===== src/rtl/key_cmd_ctrl_if.sv =====
// Decoded-key strobes in, alarm-clock controls out.
// master = key decoder side, slave = command sequencer.
interface key_cmd_ctrl_if;
    logic        det_esc;
    logic        det_num;
    logic        det_num0to5;
    logic        det_cr;
    logic        det_atSign;
    logic        det_A;
    logic        det_L;
    logic        det_N;
    logic        det_S;
    logic [3:0]  digit;
    logic        run;
    logic        alarm_en;
    logic [1:0]  led_sel;
    logic        busy;
    logic        load_time;
    logic        load_alarm;
    logic [15:0] hhmm;
    logic        err;

    modport master (
        output det_esc, det_num, det_num0to5, det_cr, det_atSign,
               det_A, det_L, det_N, det_S, digit,
        input  run, alarm_en, led_sel, busy, load_time, load_alarm, hhmm, err
    );

    modport slave (
        input  det_esc, det_num, det_num0to5, det_cr, det_atSign,
               det_A, det_L, det_N, det_S, digit,
        output run, alarm_en, led_sel, busy, load_time, load_alarm, hhmm, err
    );
endinterface


===== src/rtl/key_cmd_ctrl.sv =====
// Key command sequencer: run/alarm/LED controls and BCD HH:MM entry with commit pulses.
// Define KEYCTRL_TIMEOUT_EN to abort an idle entry after TIMEOUT_CYC cycles.
module key_cmd_ctrl #(
    parameter int TIMEOUT_CYC = 12_000_000,
    parameter int TO_W        = 24
) (
    input  logic         clk,
    input  logic         rst_n,
    key_cmd_ctrl_if.slave kif
);
    typedef enum logic [2:0] {S_IDLE, S_H10, S_H1, S_M10, S_M1, S_WCR} state_t;

    if (TO_W < 1 || TO_W > 62 || (64'd1 << TO_W) <= 64'(TIMEOUT_CYC) || TIMEOUT_CYC < 2) begin : g_bad_cfg
        $error("key_cmd_ctrl: TO_W too narrow for TIMEOUT_CYC");
    end

    state_t      state_q, state_d;
    logic        target_q, target_d;   // 0 = time, 1 = alarm
    logic [15:0] shadow_q, shadow_d;
    logic        run_q, run_d;
    logic        alarm_en_q, alarm_en_d;
    logic [1:0]  led_sel_q, led_sel_d;
    logic        busy_q, busy_d;
    logic        load_time_q, load_time_d;
    logic        load_alarm_q, load_alarm_d;
    logic [15:0] hhmm_q, hhmm_d;
    logic        err_q, err_d;

    logic any_key;
    logic dig_ok;
    logic commit;
    logic to_fire;

    assign any_key = kif.det_esc | kif.det_num | kif.det_num0to5 | kif.det_cr |
                     kif.det_atSign | kif.det_A | kif.det_L | kif.det_N | kif.det_S;
    assign commit  = (state_q == S_WCR) && kif.det_cr;

    always_comb begin
        dig_ok = 1'b0;
        unique case (state_q)
            S_H10:   dig_ok = kif.det_num && (kif.digit <= 4'd2);
            S_H1:    dig_ok = kif.det_num &&
                              ((shadow_q[15:12] == 4'd2) ? (kif.digit <= 4'd3) : (kif.digit <= 4'd9));
            S_M10:   dig_ok = kif.det_num && kif.det_num0to5;
            S_M1:    dig_ok = kif.det_num && (kif.digit <= 4'd9);
            default: dig_ok = 1'b0;
        endcase
    end

`ifdef KEYCTRL_TIMEOUT_EN
    logic [TO_W-1:0] to_cnt_q, to_cnt_d;

    // Fires on the edge where the count would reach TIMEOUT_CYC-1; a key that cycle wins.
    assign to_fire = busy_q && !any_key && (to_cnt_q == TO_W'(TIMEOUT_CYC - 2));

    always_comb begin
        to_cnt_d = to_cnt_q;
        if (any_key || to_fire)
            to_cnt_d = '0;
        else if (busy_q)
            to_cnt_d = to_cnt_q + 1'b1;
    end

    always_ff @(posedge clk or negedge rst_n) begin
        if (!rst_n) to_cnt_q <= '0;
        else        to_cnt_q <= to_cnt_d;
    end
`else
    assign to_fire = 1'b0;
`endif

    // State register
    always_ff @(posedge clk or negedge rst_n) begin
        if (!rst_n) begin
            state_q      <= S_IDLE;
            target_q     <= 1'b0;
            shadow_q     <= '0;
            run_q        <= 1'b0;
            alarm_en_q   <= 1'b0;
            led_sel_q    <= '0;
            busy_q       <= 1'b0;
            load_time_q  <= 1'b0;
            load_alarm_q <= 1'b0;
            hhmm_q       <= '0;
            err_q        <= 1'b0;
        end else begin
            state_q      <= state_d;
            target_q     <= target_d;
            shadow_q     <= shadow_d;
            run_q        <= run_d;
            alarm_en_q   <= alarm_en_d;
            led_sel_q    <= led_sel_d;
            busy_q       <= busy_d;
            load_time_q  <= load_time_d;
            load_alarm_q <= load_alarm_d;
            hhmm_q       <= hhmm_d;
            err_q        <= err_d;
        end
    end

    // Next state, entry target and shadow digits
    always_comb begin
        state_d  = state_q;
        target_d = target_q;
        shadow_d = shadow_q;
        unique case (state_q)
            S_IDLE: begin
                if (kif.det_L) begin
                    target_d = 1'b0;
                    state_d  = S_H10;
                end else if (kif.det_atSign) begin
                    target_d = 1'b1;
                    state_d  = S_H10;
                end
            end
            S_H10: if (dig_ok) begin shadow_d[15:12] = kif.digit; state_d = S_H1;  end
            S_H1:  if (dig_ok) begin shadow_d[11:8]  = kif.digit; state_d = S_M10; end
            S_M10: if (dig_ok) begin shadow_d[7:4]   = kif.digit; state_d = S_M1;  end
            S_M1:  if (dig_ok) begin shadow_d[3:0]   = kif.digit; state_d = S_WCR; end
            S_WCR: if (commit) state_d = S_IDLE;
            default: state_d = S_IDLE;
        endcase
        if (state_q != S_IDLE && (kif.det_esc || to_fire))
            state_d = S_IDLE;
    end

    // Registered outputs
    always_comb begin
        run_d        = run_q;
        alarm_en_d   = alarm_en_q;
        led_sel_d    = led_sel_q;
        hhmm_d       = hhmm_q;
        load_time_d  = 1'b0;
        load_alarm_d = 1'b0;
        err_d        = 1'b0;
        busy_d       = (state_d != S_IDLE);
        if (state_q == S_IDLE) begin
            if (kif.det_S)  run_d      = 1'b1;
            if (kif.det_cr) run_d      = 1'b0;
            if (kif.det_A)  alarm_en_d = ~alarm_en_q;
            if (kif.det_N)  led_sel_d  = led_sel_q + 2'd1;
        end else begin
            err_d = (any_key && !dig_ok && !commit) || to_fire;
            if (commit) begin
                hhmm_d       = shadow_q;
                load_time_d  = ~target_q;
                load_alarm_d = target_q;
            end
        end
    end

    assign kif.run        = run_q;
    assign kif.alarm_en   = alarm_en_q;
    assign kif.led_sel    = led_sel_q;
    assign kif.busy       = busy_q;
    assign kif.load_time  = load_time_q;
    assign kif.load_alarm = load_alarm_q;
    assign kif.hhmm       = hhmm_q;
    assign kif.err        = err_q;
endmodule


===== src/flat_wrapper.sv =====
// flat-port wrapper written by rule: the top's interface ports become plain ports
module key_cmd_ctrl_flat 
#(
    parameter int TIMEOUT_CYC = 12_000_000,
    parameter int TO_W        = 24
)
  (clk, rst_n, kif_det_esc, kif_det_num, kif_det_num0to5, kif_det_cr, kif_det_atSign, kif_det_A, kif_det_L, kif_det_N, kif_det_S, kif_digit, kif_run, kif_alarm_en, kif_led_sel, kif_busy, kif_load_time, kif_load_alarm, kif_hhmm, kif_err);
  key_cmd_ctrl_if kif_i ();
  input  logic clk;
  input  logic rst_n;
  input wire logic [$bits(kif_i.det_esc)-1:0] kif_det_esc;
  input wire logic [$bits(kif_i.det_num)-1:0] kif_det_num;
  input wire logic [$bits(kif_i.det_num0to5)-1:0] kif_det_num0to5;
  input wire logic [$bits(kif_i.det_cr)-1:0] kif_det_cr;
  input wire logic [$bits(kif_i.det_atSign)-1:0] kif_det_atSign;
  input wire logic [$bits(kif_i.det_A)-1:0] kif_det_A;
  input wire logic [$bits(kif_i.det_L)-1:0] kif_det_L;
  input wire logic [$bits(kif_i.det_N)-1:0] kif_det_N;
  input wire logic [$bits(kif_i.det_S)-1:0] kif_det_S;
  input wire logic [$bits(kif_i.digit)-1:0] kif_digit;
  output wire logic [$bits(kif_i.run)-1:0] kif_run;
  output wire logic [$bits(kif_i.alarm_en)-1:0] kif_alarm_en;
  output wire logic [$bits(kif_i.led_sel)-1:0] kif_led_sel;
  output wire logic [$bits(kif_i.busy)-1:0] kif_busy;
  output wire logic [$bits(kif_i.load_time)-1:0] kif_load_time;
  output wire logic [$bits(kif_i.load_alarm)-1:0] kif_load_alarm;
  output wire logic [$bits(kif_i.hhmm)-1:0] kif_hhmm;
  output wire logic [$bits(kif_i.err)-1:0] kif_err;
  assign kif_i.det_esc = kif_det_esc;
  assign kif_i.det_num = kif_det_num;
  assign kif_i.det_num0to5 = kif_det_num0to5;
  assign kif_i.det_cr = kif_det_cr;
  assign kif_i.det_atSign = kif_det_atSign;
  assign kif_i.det_A = kif_det_A;
  assign kif_i.det_L = kif_det_L;
  assign kif_i.det_N = kif_det_N;
  assign kif_i.det_S = kif_det_S;
  assign kif_i.digit = kif_digit;
  assign kif_run = kif_i.run;
  assign kif_alarm_en = kif_i.alarm_en;
  assign kif_led_sel = kif_i.led_sel;
  assign kif_busy = kif_i.busy;
  assign kif_load_time = kif_i.load_time;
  assign kif_load_alarm = kif_i.load_alarm;
  assign kif_hhmm = kif_i.hhmm;
  assign kif_err = kif_i.err;
  key_cmd_ctrl #(.TIMEOUT_CYC(TIMEOUT_CYC), .TO_W(TO_W)) u_core (.clk(clk), .rst_n(rst_n), .kif(kif_i));
endmodule

===== config.mk =====
export PLATFORM = sky130hd
export DESIGN_NAME = key_cmd_ctrl_flat
export DESIGN_NICKNAME = d
export VERILOG_FILES = /design/src/rtl/key_cmd_ctrl_if.sv /design/src/rtl/key_cmd_ctrl.sv /design/src/flat_wrapper.sv
export SDC_FILE = /design/constraint.sdc
export NUM_CORES = 1
export LEC_CHECK = 0
export CORE_MARGIN = 2
export CORE_UTILIZATION = 50
export CTS_CLUSTER_SIZE = 12
export DETAILED_ROUTE_END_ITERATION = 16
export PLACE_DENSITY = 0.8
export SETUP_SLACK_MARGIN = 0.15
export SYNTH_ARGS = -nofsm -noshare
export SYNTH_HDL_FRONTEND = slang
export SYNTH_SLANG_ARGS = --single-unit

===== constraint.sdc =====
create_clock -name clk -period 2.2 [get_ports clk]
set_clock_uncertainty 0.2 [all_clocks]
set_input_delay 0.44 -clock clk [delete_from_list [all_inputs] [get_ports clk]]
set_output_delay 0.44 -clock clk [all_outputs]
set_load 0.02 [all_outputs]

==> results.yml <==
placement:
  dp_hpwl_um: 2834
  gp_congestion: 0.8783
  io_buffer_count: 38
floorplanning:
  rows: 22
  start_util_pct: 52.17
  die_x_um: 66.04
  ios: 39
  die_h_um: 66.04
  die-area_um2: 4361
  core_area_um2: 3689
critical_path:
  required_ns: 1.56
  critical-path-top-delay-family: "buffers and inverters"
  timing.critical_path.buf_inv: 1
  end_kind: "output pin"
  slowest_delay_ns: 0.64
  path_cells: "clkdlybuf4s50_1"
  cp_slowest_cell: "clkdlybuf4s50_1"
  reg2reg_setup_slack_ns: 0.36
  start_kind: "flip-flop"
  regToRegEndpoint: "u_core.kif.err"
  critPathKind: "reg2out"
  path_max_fanout: 2
  cp_data_arrival_time_ns: 1.30
  reg2reg_depth: 5
  r2r-start: "u_core.state_q[1]"
clock_network:
  clk_pin_slew_ns: 0.08
  cts-buffers-inserted: 5
  clk_path_buf_depth: 2
  clock-root-buffer: "clkbuf_8"
  htree_levels: 2
  cts_tree: "done"
  clock-sinks: 44
  postCtsSetupRepairBufs: 0
  clk_latency_ns: 0.29
global_route:
  grt_pass1_wl_um: 6727
  grtUsageTotal_pct: 20.71
  grt_antenna_before_repair: 0
  overflow: 0
  grt_pass1_vias: 1388
  grt_max_degree: 28
layout:
  n_antenna_cell: 0
  drive_gt1_share_pct: 28.50
  nets: 207
  synthToLayoutAreaGrowth_pct: 29.65
  fillCellCount: 301
yosys:
  ys_seq_area_share_pct: 57.22
  synth_flop_cell: "dfrtp_1"
  syn_avg_cell_area_um2: 13.46
  ys_types: 38
  ys_async_sr_fraction_pct: 100.0
  ys_seq_elements: 44
  synth-edff-count: 0
  yosys_warnings: 0
  syn_area_um2: 1924
  syn_nets: 158
  synth_cells: 143
flow_run:
  cap_violations: 0
timing:
  finalSetupViolations: 0
  grt_setup_unrepaired: "no"
  fmax_mhz: 514.4
  drv_slew: 0
  worst_slew_pin_slew_ns: 0.6051
  fin_crit_ns: 1.944
  hold_viol: 0
  slew_headroom_pct: 59.66
  period_share_pct: 88.36
  whs_ns: 0.2615
pwr:
  leakage_uw: 0.001134
  p_total_uw: 2310
  irDropWorstVdd_mv: 0.5420
  power_density_nw_per_um2: 925.8
drt:
  drtIter0Drc: 64
  vias: 1319
  viasPerCell: 5.473
  post_drt_wl_per_cell_um: 16.47
  drtPass1Iterations: 4
  drtAntennaViolNets: 0
  drc_errors: 0
  routed_wirelength_um: 3970
worst_hold_path:
  hold_path_class: "reg2reg"
  min_to: "u_core.kif.load_time"
  whs_path_depth: 1
  hp-start: "u_core.target_q"
outcome:
  status: "finished clean"
-- layout make-up --
type                       instances  area (um^2)  area share, %
inverter                           2        7.507         0.3009
timing repair buffer              48        452.9          18.15
sequential                        44         1104          44.23
multi-input combinational         91        780.7          31.29
clock buffer                       8        90.09          3.611
tap                               48        60.06          2.407
-- flip-flops by register name (all words and copies together) (netlist names) --
register	cells
u_core.kif.alarm_en	1
u_core.kif.busy	1
u_core.kif.err	1
u_core.kif.hhmm	16
u_core.kif.led_sel	2
u_core.kif.load_alarm	1
u_core.kif.load_time	1
u_core.kif.run	1
u_core.shadow_q	16
u_core.state_q	3
u_core.target_q	1
-- worst max path at each step --
stage	cells after the start	startpoint	end
5_1_grt	5	kif_digit[3]	u_core.kif.err
2_1_floorplan	4	u_core.shadow_q[12]	u_core.shadow_q[10]
3_3_place_gp	5	kif_digit[3]	u_core.kif.err
3_5_place_dp	4	kif_digit[3]	u_core.shadow_q[13]
4_1_cts	4	u_core.state_q[2]	u_core.kif.err
6_report	1	u_core.kif.led_sel[1]	kif_led_sel[1]
-- cells in the mapped netlist, drive strengths merged, types with 3 or more instances --
master	number	area [um^2]
dfrtp	44	1101
mux2	30	337.8
nor2	6	22.52
a21oi	5	25.02
buf	5	31.28
nand2	5	18.77
xnor2	5	43.79
and2	3	18.77
nor2b	3	21.27
nor4	3	18.77
o21ai	3	15.01
or3b	3	26.28
-- metrics by stage --
stage	TNS, ns	utilization, %	worst slack, ns	cells	cell area (um^2)
after CTS	0	67.57	0.2113	241	2492
after floorplan	0	-	0.5475	143	1924
after global routing	0	67.64	0.1707	241	2495
final	0	67.64	0.2562	241	2495
after global placement	0	64.86	0.0008726	232	2392
after detailed placement	-0.2033	64.86	-0.05224	232	2392
-- where the power goes --
group / internal, uW / leakage [uW] / total, uW / switching (uW)
logic: 353 / 0.000504 / 662 / 309
clock network: 256 / 0.0000455 / 504 / 248
registers: 986 / 0.000584 / 1140 / 157
-- cells in the final DEF (no fill, tap or decap), types with 3 or more instances in the layout --
master           count
clkbuf_8             6
mux2_2              26
nor4_1               3
xnor2_1              5
nand2_1              5
dfrtp_1             42
mux2_1               4
and2_1               3
buf_4                9
clkdlybuf4s50_1     37
nor2_1               6
a21oi_1              5
o21ai_0              3
or3b_2               3
-- kinds of logic after synthesis --
kind of cell / after synthesis / share of synthesized area (%)
AND/OR/NAND/NOR: 32 / 10.99
XOR/XNOR: 5 / 2.276
multiplexers: 30 / 17.56
buffers and inverters: 8 / 2.211
AO/OA/AOI/OAI: 24 / 9.753
flip-flops: 44 / 57.22
-- layer usage --
layer  share of wire [%]  track usage (%)  vias up
met5                   0                0        -
met4                 1.4            6.888        0
met3                 3.2            4.259        7
met1                  42            26.29      669
li1                    -                -      619
met2                  53            35.35       24
-- what timing repair did --
item | in CTS | in global routing
endpoints found under the setup margin | 0 | 1
endpoints found under the hold margin | 26 | 0
hold buffers | 1 | 0
resized for setup | 0 | 2
Note: power is estimated with default switching activity, not from simulation.
